`config.mk`:
```
export PLATFORM = sky130hd
export DESIGN_NAME = aes_seq_ctrl_flat
export DESIGN_NICKNAME = d
export VERILOG_FILES = /design/src/rtl/aes_seq_ctrl_if.sv /design/src/rtl/aes_seq_ctrl.sv /design/src/flat_wrapper.sv
export SDC_FILE = /design/constraint.sdc
export NUM_CORES = 1
export LEC_CHECK = 0
export ABC_AREA = 1
export BUFFER_PORTS_ARGS = -buffer_cell sky130_fd_sc_hd__buf_2
export CORE_AREA = 8 8 284 286
export CTS_CLUSTER_DIAMETER = 80
export DETAILED_ROUTE_END_ITERATION = 16
export DIE_AREA = 0 0 292 294
export PLACE_DENSITY = 0.48
export SYNTH_ARGS = -nofsm -noshare
export SYNTH_HDL_FRONTEND = slang
export SYNTH_SLANG_ARGS = --single-unit
```
`constraint.sdc`:
```
create_clock -name clk_i -period 2.1 [get_ports clk_i]
set_input_delay 0.21 -clock clk_i [delete_from_list [all_inputs] [get_ports clk_i]]
set_output_delay 0.21 -clock clk_i [all_outputs]
set_load 0.01 [all_outputs]
```
`src/rtl/aes_seq_ctrl_if.sv`:
```
// Word-stream and core-side signals of the AES block sequencer.
// slave = sequencer view, master = streamer/core/testbench view.
interface aes_seq_ctrl_if;
    logic [31:0]  in_data_i;
    logic         in_valid_i;
    logic         in_ready_o;
    logic [31:0]  out_data_o;
    logic         out_valid_o;
    logic         out_ready_i;
    logic [255:0] core_key_o;
    logic         core_key_valid_o;
    logic [127:0] core_block_o;
    logic         core_start_o;
    logic         core_done_i;
    logic [127:0] core_result_i;

    // valid/ready: a word moves on every rising clk_i where valid and ready are both high;
    // the sender holds data stable while valid is high and ready is low.
    modport slave (
        input  in_data_i, in_valid_i, out_ready_i, core_done_i, core_result_i,
        output in_ready_o, out_data_o, out_valid_o,
               core_key_o, core_key_valid_o, core_block_o, core_start_o
    );

    modport master (
        output in_data_i, in_valid_i, out_ready_i, core_done_i, core_result_i,
        input  in_ready_o, out_data_o, out_valid_o,
               core_key_o, core_key_valid_o, core_block_o, core_start_o
    );
endinterface

```
`src/rtl/aes_seq_ctrl.sv`:
```
// AES block sequencer: packs key/input words for a 128-bit core and re-serialises results.
// Define AES_SEQ_CBC_EN to compile in CBC-encrypt chaining; otherwise ECB only.
module aes_seq_ctrl #(
    parameter int CNT_W        = 16,
    parameter int CORE_LAT_MAX = 64
) (
    input  logic             clk_i,
    input  logic             rst_i,
    input  logic             start_i,
    input  logic             clear_i,
    input  logic [CNT_W-1:0] n_blocks_i,
    input  logic             key_len_i,
    input  logic [127:0]     iv_i,
    aes_seq_ctrl_if.slave    bus,
    output logic             busy_o,
    output logic             done_o,
    output logic             err_o,
    output logic [CNT_W-1:0] blk_cnt_o,
    output logic [2:0]       state_dbg_o
);
    localparam int WD_W = $clog2(CORE_LAT_MAX + 1);

    typedef enum logic [2:0] {
        IDLE  = 3'd0,
        KEY   = 3'd1,
        LOAD  = 3'd2,
        START = 3'd3,
        WAIT  = 3'd4,
        EMIT  = 3'd5,
        DONE  = 3'd6
    } state_e;

    state_e            state_q, state_d;
    logic [7:0][31:0]  key_q;
    logic [3:0][31:0]  blk_q;
    logic [3:0][31:0]  res_q;
    logic [2:0]        idx_q;
    logic [CNT_W-1:0]  blk_cnt_q;
    logic [CNT_W-1:0]  n_blk_q;
    logic              key_len_q;
    logic              key_vld_q;
    logic              err_q;
    logic              hold_q;
    logic [WD_W-1:0]   wd_q;

    logic in_hs, out_hs, key_last, word_last, blk_last, wd_expired;

    assign in_hs      = bus.in_valid_i && bus.in_ready_o;
    assign out_hs     = bus.out_valid_o && bus.out_ready_i;
    assign key_last   = key_len_q ? (idx_q == 3'd7) : (idx_q == 3'd3);
    assign word_last  = (idx_q == 3'd3);
    assign blk_last   = ((blk_cnt_q + CNT_W'(1)) == n_blk_q);
    assign wd_expired = (wd_q == WD_W'(CORE_LAT_MAX - 1));

    always_ff @(posedge clk_i) begin
        if (rst_i || clear_i) begin
            state_q <= IDLE;
        end else begin
            state_q <= state_d;
        end
    end

    always_comb begin
        state_d = state_q;
        unique case (state_q)
            IDLE:  if (start_i) state_d = (n_blocks_i == '0) ? DONE : KEY;
            KEY:   if (in_hs && key_last) state_d = LOAD;
            LOAD:  if (in_hs && word_last) state_d = START;
            START: state_d = WAIT;
            WAIT: begin
                if (bus.core_done_i)  state_d = EMIT;
                else if (wd_expired)  state_d = DONE;
            end
            EMIT:  if (out_hs && word_last) state_d = blk_last ? DONE : LOAD;
            // An empty job lingers one extra cycle here so its done pulse lands two cycles after start.
            DONE:  if (!hold_q) state_d = IDLE;
            default: state_d = IDLE;
        endcase
    end

    always_ff @(posedge clk_i) begin
        if (rst_i || clear_i) begin
            key_q     <= '0;
            blk_q     <= '0;
            res_q     <= '0;
            idx_q     <= '0;
            blk_cnt_q <= '0;
            n_blk_q   <= '0;
            key_len_q <= 1'b0;
            key_vld_q <= 1'b0;
            err_q     <= 1'b0;
            hold_q    <= 1'b0;
            wd_q      <= '0;
        end else begin
            key_vld_q <= 1'b0;
            unique case (state_q)
                IDLE: if (start_i) begin
                    err_q  <= 1'b0;
                    hold_q <= (n_blocks_i == '0);
                    if (n_blocks_i != '0) begin
                        n_blk_q   <= n_blocks_i;
                        key_len_q <= key_len_i;
                        blk_cnt_q <= '0;
                        idx_q     <= '0;
                        key_q     <= '0;
                    end
                end
                KEY: if (in_hs) begin
                    key_q[3'd7 - idx_q] <= bus.in_data_i;
                    idx_q               <= key_last ? 3'd0 : idx_q + 3'd1;
                    key_vld_q           <= key_last;
                end
                LOAD: if (in_hs) begin
                    blk_q[2'd3 - idx_q[1:0]] <= bus.in_data_i;
                    idx_q                    <= word_last ? 3'd0 : idx_q + 3'd1;
                end
                START: wd_q <= WD_W'(1);
                WAIT: begin
                    if (bus.core_done_i) res_q <= bus.core_result_i;
                    else if (wd_expired) err_q <= 1'b1;
                    else                 wd_q  <= wd_q + 1'b1;
                end
                EMIT: if (out_hs) begin
                    idx_q <= word_last ? 3'd0 : idx_q + 3'd1;
                    if (word_last) blk_cnt_q <= blk_cnt_q + CNT_W'(1);
                end
                DONE: hold_q <= 1'b0;
                default: ;
            endcase
        end
    end

`ifdef AES_SEQ_CBC_EN
    logic [127:0] chain_q;

    always_ff @(posedge clk_i) begin
        if (rst_i || clear_i) begin
            chain_q <= '0;
        end else if (state_q == IDLE && start_i) begin
            chain_q <= iv_i;
        end else if (state_q == WAIT && bus.core_done_i) begin
            chain_q <= bus.core_result_i;
        end
    end

    assign bus.core_block_o = blk_q ^ chain_q;
`else
    logic unused_iv;
    assign unused_iv        = ^iv_i;
    assign bus.core_block_o = blk_q;
`endif

    assign bus.in_ready_o       = (state_q == KEY) || (state_q == LOAD);
    assign bus.out_valid_o      = (state_q == EMIT);
    assign bus.out_data_o       = res_q[2'd3 - idx_q[1:0]];
    assign bus.core_key_o       = key_q;
    assign bus.core_key_valid_o = key_vld_q;
    assign bus.core_start_o     = (state_q == START);
    assign busy_o               = (state_q != IDLE);
    assign done_o               = (state_q == DONE) && !hold_q;
    assign err_o                = err_q;
    assign blk_cnt_o            = blk_cnt_q;
    assign state_dbg_o          = state_q;
endmodule

```
`src/flat_wrapper.sv`:
```
// flat-port wrapper written by rule: the top's interface ports become plain ports
module aes_seq_ctrl_flat 
#(
    parameter int CNT_W        = 16,
    parameter int CORE_LAT_MAX = 64
)
  (clk_i, rst_i, start_i, clear_i, n_blocks_i, key_len_i, iv_i, busy_o, done_o, err_o, blk_cnt_o, state_dbg_o, bus_in_data_i, bus_in_valid_i, bus_out_ready_i, bus_core_done_i, bus_core_result_i, bus_in_ready_o, bus_out_data_o, bus_out_valid_o, bus_core_key_o, bus_core_key_valid_o, bus_core_block_o, bus_core_start_o);
  aes_seq_ctrl_if bus_i ();
  input  logic clk_i;
  input  logic rst_i;
  input  logic start_i;
  input  logic clear_i;
  input  logic [CNT_W-1:0] n_blocks_i;
  input  logic key_len_i;
  input  logic [127:0] iv_i;
  output logic busy_o;
  output logic done_o;
  output logic err_o;
  output logic [CNT_W-1:0] blk_cnt_o;
  output logic [2:0] state_dbg_o;
  input wire logic [$bits(bus_i.in_data_i)-1:0] bus_in_data_i;
  input wire logic [$bits(bus_i.in_valid_i)-1:0] bus_in_valid_i;
  input wire logic [$bits(bus_i.out_ready_i)-1:0] bus_out_ready_i;
  input wire logic [$bits(bus_i.core_done_i)-1:0] bus_core_done_i;
  input wire logic [$bits(bus_i.core_result_i)-1:0] bus_core_result_i;
  output wire logic [$bits(bus_i.in_ready_o)-1:0] bus_in_ready_o;
  output wire logic [$bits(bus_i.out_data_o)-1:0] bus_out_data_o;
  output wire logic [$bits(bus_i.out_valid_o)-1:0] bus_out_valid_o;
  output wire logic [$bits(bus_i.core_key_o)-1:0] bus_core_key_o;
  output wire logic [$bits(bus_i.core_key_valid_o)-1:0] bus_core_key_valid_o;
  output wire logic [$bits(bus_i.core_block_o)-1:0] bus_core_block_o;
  output wire logic [$bits(bus_i.core_start_o)-1:0] bus_core_start_o;
  assign bus_i.in_data_i = bus_in_data_i;
  assign bus_i.in_valid_i = bus_in_valid_i;
  assign bus_i.out_ready_i = bus_out_ready_i;
  assign bus_i.core_done_i = bus_core_done_i;
  assign bus_i.core_result_i = bus_core_result_i;
  assign bus_in_ready_o = bus_i.in_ready_o;
  assign bus_out_data_o = bus_i.out_data_o;
  assign bus_out_valid_o = bus_i.out_valid_o;
  assign bus_core_key_o = bus_i.core_key_o;
  assign bus_core_key_valid_o = bus_i.core_key_valid_o;
  assign bus_core_block_o = bus_i.core_block_o;
  assign bus_core_start_o = bus_i.core_start_o;
  aes_seq_ctrl #(.CNT_W(CNT_W), .CORE_LAT_MAX(CORE_LAT_MAX)) u_core (.clk_i(clk_i), .rst_i(rst_i), .start_i(start_i), .clear_i(clear_i), .n_blocks_i(n_blocks_i), .key_len_i(key_len_i), .iv_i(iv_i), .bus(bus_i), .busy_o(busy_o), .done_o(done_o), .err_o(err_o), .blk_cnt_o(blk_cnt_o), .state_dbg_o(state_dbg_o));
endmodule
```
==> results.sh <==
export IMPL_status="completed"
export IMPL_grt_pass1_wl_um=154000
export IMPL_hp_class="input port to register"
export IMPL_globalplace_congestion=0.799
export IMPL_clk_pin_slew_worst_paths_ns=0.06
export IMPL_grt_pass1_vias=23100
export IMPL_syn_to_final_growth_pct=40.8
export IMPL_synth_compound_area_share_pct=15.9
export IMPL_synthAdderAreaFrac_pct=0.500
export IMPL_synth_avg_cell_area_um2=7.58
export IMPL_clk_path_buf_depth=3
export IMPL_p_leak_nw=13.0
export IMPL_cts_sinks=561
export IMPL_synthArstFlopShare_pct=0
export IMPL_layoutNonFillerInstCount=4715
export IMPL_skew_ns=0.0470
export IMPL_worstSkewPairLatency_ns=0.64
export IMPL_setup_viol=0
export IMPL_slew_violations=0
export IMPL_nets=3993
export IMPL_synth_largest_area_cell="dfxtp_1"
export IMPL_drc=0
export IMPL_ys_top_cells_by_area="dfxtp_1 (50%), a21oi_1 (9.4%), nand2_1 (8.3%), nand4_1 (7.4%), nor2_1 (6.2%)"
export IMPL_synth_flop_cell="dfxtp_1"
export IMPL_coreArea_mm2=0.0764
export IMPL_yosysMostFrequentCell="dfxtp_1"
export IMPL_hpwl_um=69000
export IMPL_wl_um=109000
export IMPL_ir_drop_mv=0.641
export IMPL_dr_pass1_iters=5
export IMPL_ys_seq_elements=561
export IMPL_synth_mux_area_share_pct=0
export IMPL_maxCapViolations=0
export IMPL_total_power_mw=24.6
export IMPL_place_ws_ns=-0.0722
export IMPL_grt_max_degree=103
export IMPL_synth_seq_area_share_pct=49.9
export IMPL_max_freq_ghz=0.486
export IMPL_synth_edff_count=0
export IMPL_placed_cell_area_mm2=0.0272
export IMPL_relSlewSlack_pct=48.5
export IMPL_synth_top_area_share_pct=49.9
export IMPL_min_period_ns=2.06
export IMPL_setup_slack_ns=0.0430
export IMPL_fp_dieW_um=292
export IMPL_placed_cells=4411
export IMPL_grt_overflow=0
export IMPL_vias=24400
export IMPL_crit_required_ns=1.89
export IMPL_die_area_mm2=0.0858
export IMPL_worst_pin_slew_ns=0.772
export IMPL_gr_usage_all_layers_pct=23.1
export IMPL_cp_arrival_ns=1.85
export IMPL_min_period_over_period_pct=98.0
export IMPL_cts_root_buffer="clkbuf_16"
export IMPL_yosys_area_share_simple_pct=26.5
export IMPL_via_per_inst=5.17
export IMPL_syn_nets=3290
export IMPL_yosysUniqueCellTypes=35
export IMPL_synth_xor_area_share_pct=0.311
export IMPL_numCtsBuffers=61
export IMPL_yosys_warnings=0
export IMPL_p_per_area_mw_per_mm2=775
export IMPL_hold_viol=0
export IMPL_synthesis_area_mm2=0.0225
export IMPL_rsz0062_at_grt="true"
export IMPL_synthCells=2969
export IMPL_fin_util_pct=41.4
export IMPL_start_util_pct=29.4
export IMPL_synthTopCellsByCount="dfxtp_1 (561), nand2_1 (499), a21oi_1 (424)"
export IMPL_tritoncts="built"
export IMPL_drive_gt1_share_pct=25.6
export IMPL_critPathKind="register to output port"
export IMPL_wire_per_inst_um=23.1
export IMPL_crit_path_max_fanout=9
export IMPL_postRouteAntennaNets=0
export IMPL_design_area_mm2=0.0317
export IMPL_rows=102
export IMPL_boundaryPins=754
export IMPL_detail_route_iter0_violations=2176
export IMPL_start_kind="register"
export IMPL_antenna_found_initial=12
export IMPL_die_h_um=294
export IMPL_synth_top_family_by_area="simple AND/OR/NAND/NOR gates"
export IMPL_worstSetupEndpointType="output port"
export IMPL_portBuffers=625
export IMPL_h_tree_depth=2
==> path summary, 6_finish.rpt <==
check                                               start                         to  slack (ns)  cells past startpoint
worst max-delay path                      u_core.idx_q[0]          bus_out_data_o[6]        0.04                      6
worst min-delay path                                rst_i        u_core.blk_cnt_o[4]        0.07                      4
worst max register to register      u_core.state_dbg_o[0]  u_core.bus.core_key_o[63]        0.13                     10
worst min register to register  u_core.bus.core_key_o[17]  u_core.bus.core_key_o[17]        0.45                      2
==> stage by stage <==
step	TNS, ns	hold WS [ns]
global placement	-2.93	0.432
finish	0	0.0698
global route	-0.191	0.0611
floorplan	0	0.345
CTS	-2.19	0.0239
detailed placement	-5.60	0.434
==> registers in the layout (all words and copies together), names as in the netlist <==
register                     cells
u_core.bus.core_key_valid_o      1
u_core.bus.core_block_o        128
u_core.hold_q                    1
u_core.state_dbg_o               3
u_core.blk_cnt_o                16
u_core.n_blk_q                  16
u_core.wd_q                      7
u_core.idx_q                     3
u_core.res_q                   128
u_core.key_len_q                 1
u_core.err_o                     1
u_core.bus.core_key_o          256
==> power by group <==
group          internal [mW]  total (mW)  switching [mW]
clock network           6.59        11.3            4.67
logic                  0.941        2.60            1.66
registers               10.7        10.7          0.0228
total                   18.2        24.6            6.35
==> layer usage <==
| layer | vias to the layer above | part of all wire (%) | GRT usage (%) | wire (um) |
|---|---|---|---|---|
| met5 | - | 0 | 0 | 0 |
| met4 | 0 | 3.6 | 8.74 | 3930 |
| met3 | 177 | 7.7 | 5.39 | 8340 |
| met2 | 1019 | 46 | 37.0 | 49800 |
| met1 | 11600 | 43 | 30.2 | 46700 |
| li1 | 11600 | - | - | - |
==> what timing repair did <==
action                                 CTS  global route
pin swaps                                3             8
endpoints found under the hold margin  149             0
setup endpoints to repair              147           268
setup buffers                            7            14
resized for setup                       32            64
cloned                                   9            11
hold buffers                           147             0
==> final cells by class <==
class | count | area [um^2]
flip-flops and latches | 561 | 11200
inverters | 63 | 294
fillers | 7820 | 44800
multi-input cells | 2052 | 9940
diodes | 5 | 12.5
clock inverters | 23 | 287
well taps | 988 | 1240
clock buffers | 90 | 1820
repair buffers | 933 | 6860
==> critical path, cell delays in order (launching register included) <==
cell,delay [ns]
dfxtp_4,0.38
buf_12,0.14
clkinv_16,0.09
buf_12,0.16
o21ai_1,0.18
o22ai_2,0.12
buf_2,0.16
==> placed cells by master (no fill, tap or decap), types with 12 or more instances in the layout <==
master         instances
nand3_1              169
dfxtp_1              558
o22ai_1               28
clkinv_2              13
o21ai_0              195
nand2_1              499
buf_2                623
dlygate4sd3_1        147
nand4_1              265
buf_16                12
a21oi_1              423
buf_12                50
clkbuf_16             70
nor2_1               367
buf_4                 87
clkbuf_8              18
o21ai_1               25
inv_1                 54
==> cells by family after synthesis <==
logic type | Yosys count
buffers and inverters | 357
AO/OA/AOI/OAI | 697
XOR/XNOR | 8
flip-flops | 561
AND/OR/NAND/NOR | 1337
adder cells (fa/ha/maj) | 9
Note: power is estimated with default switching activity, not from simulation.
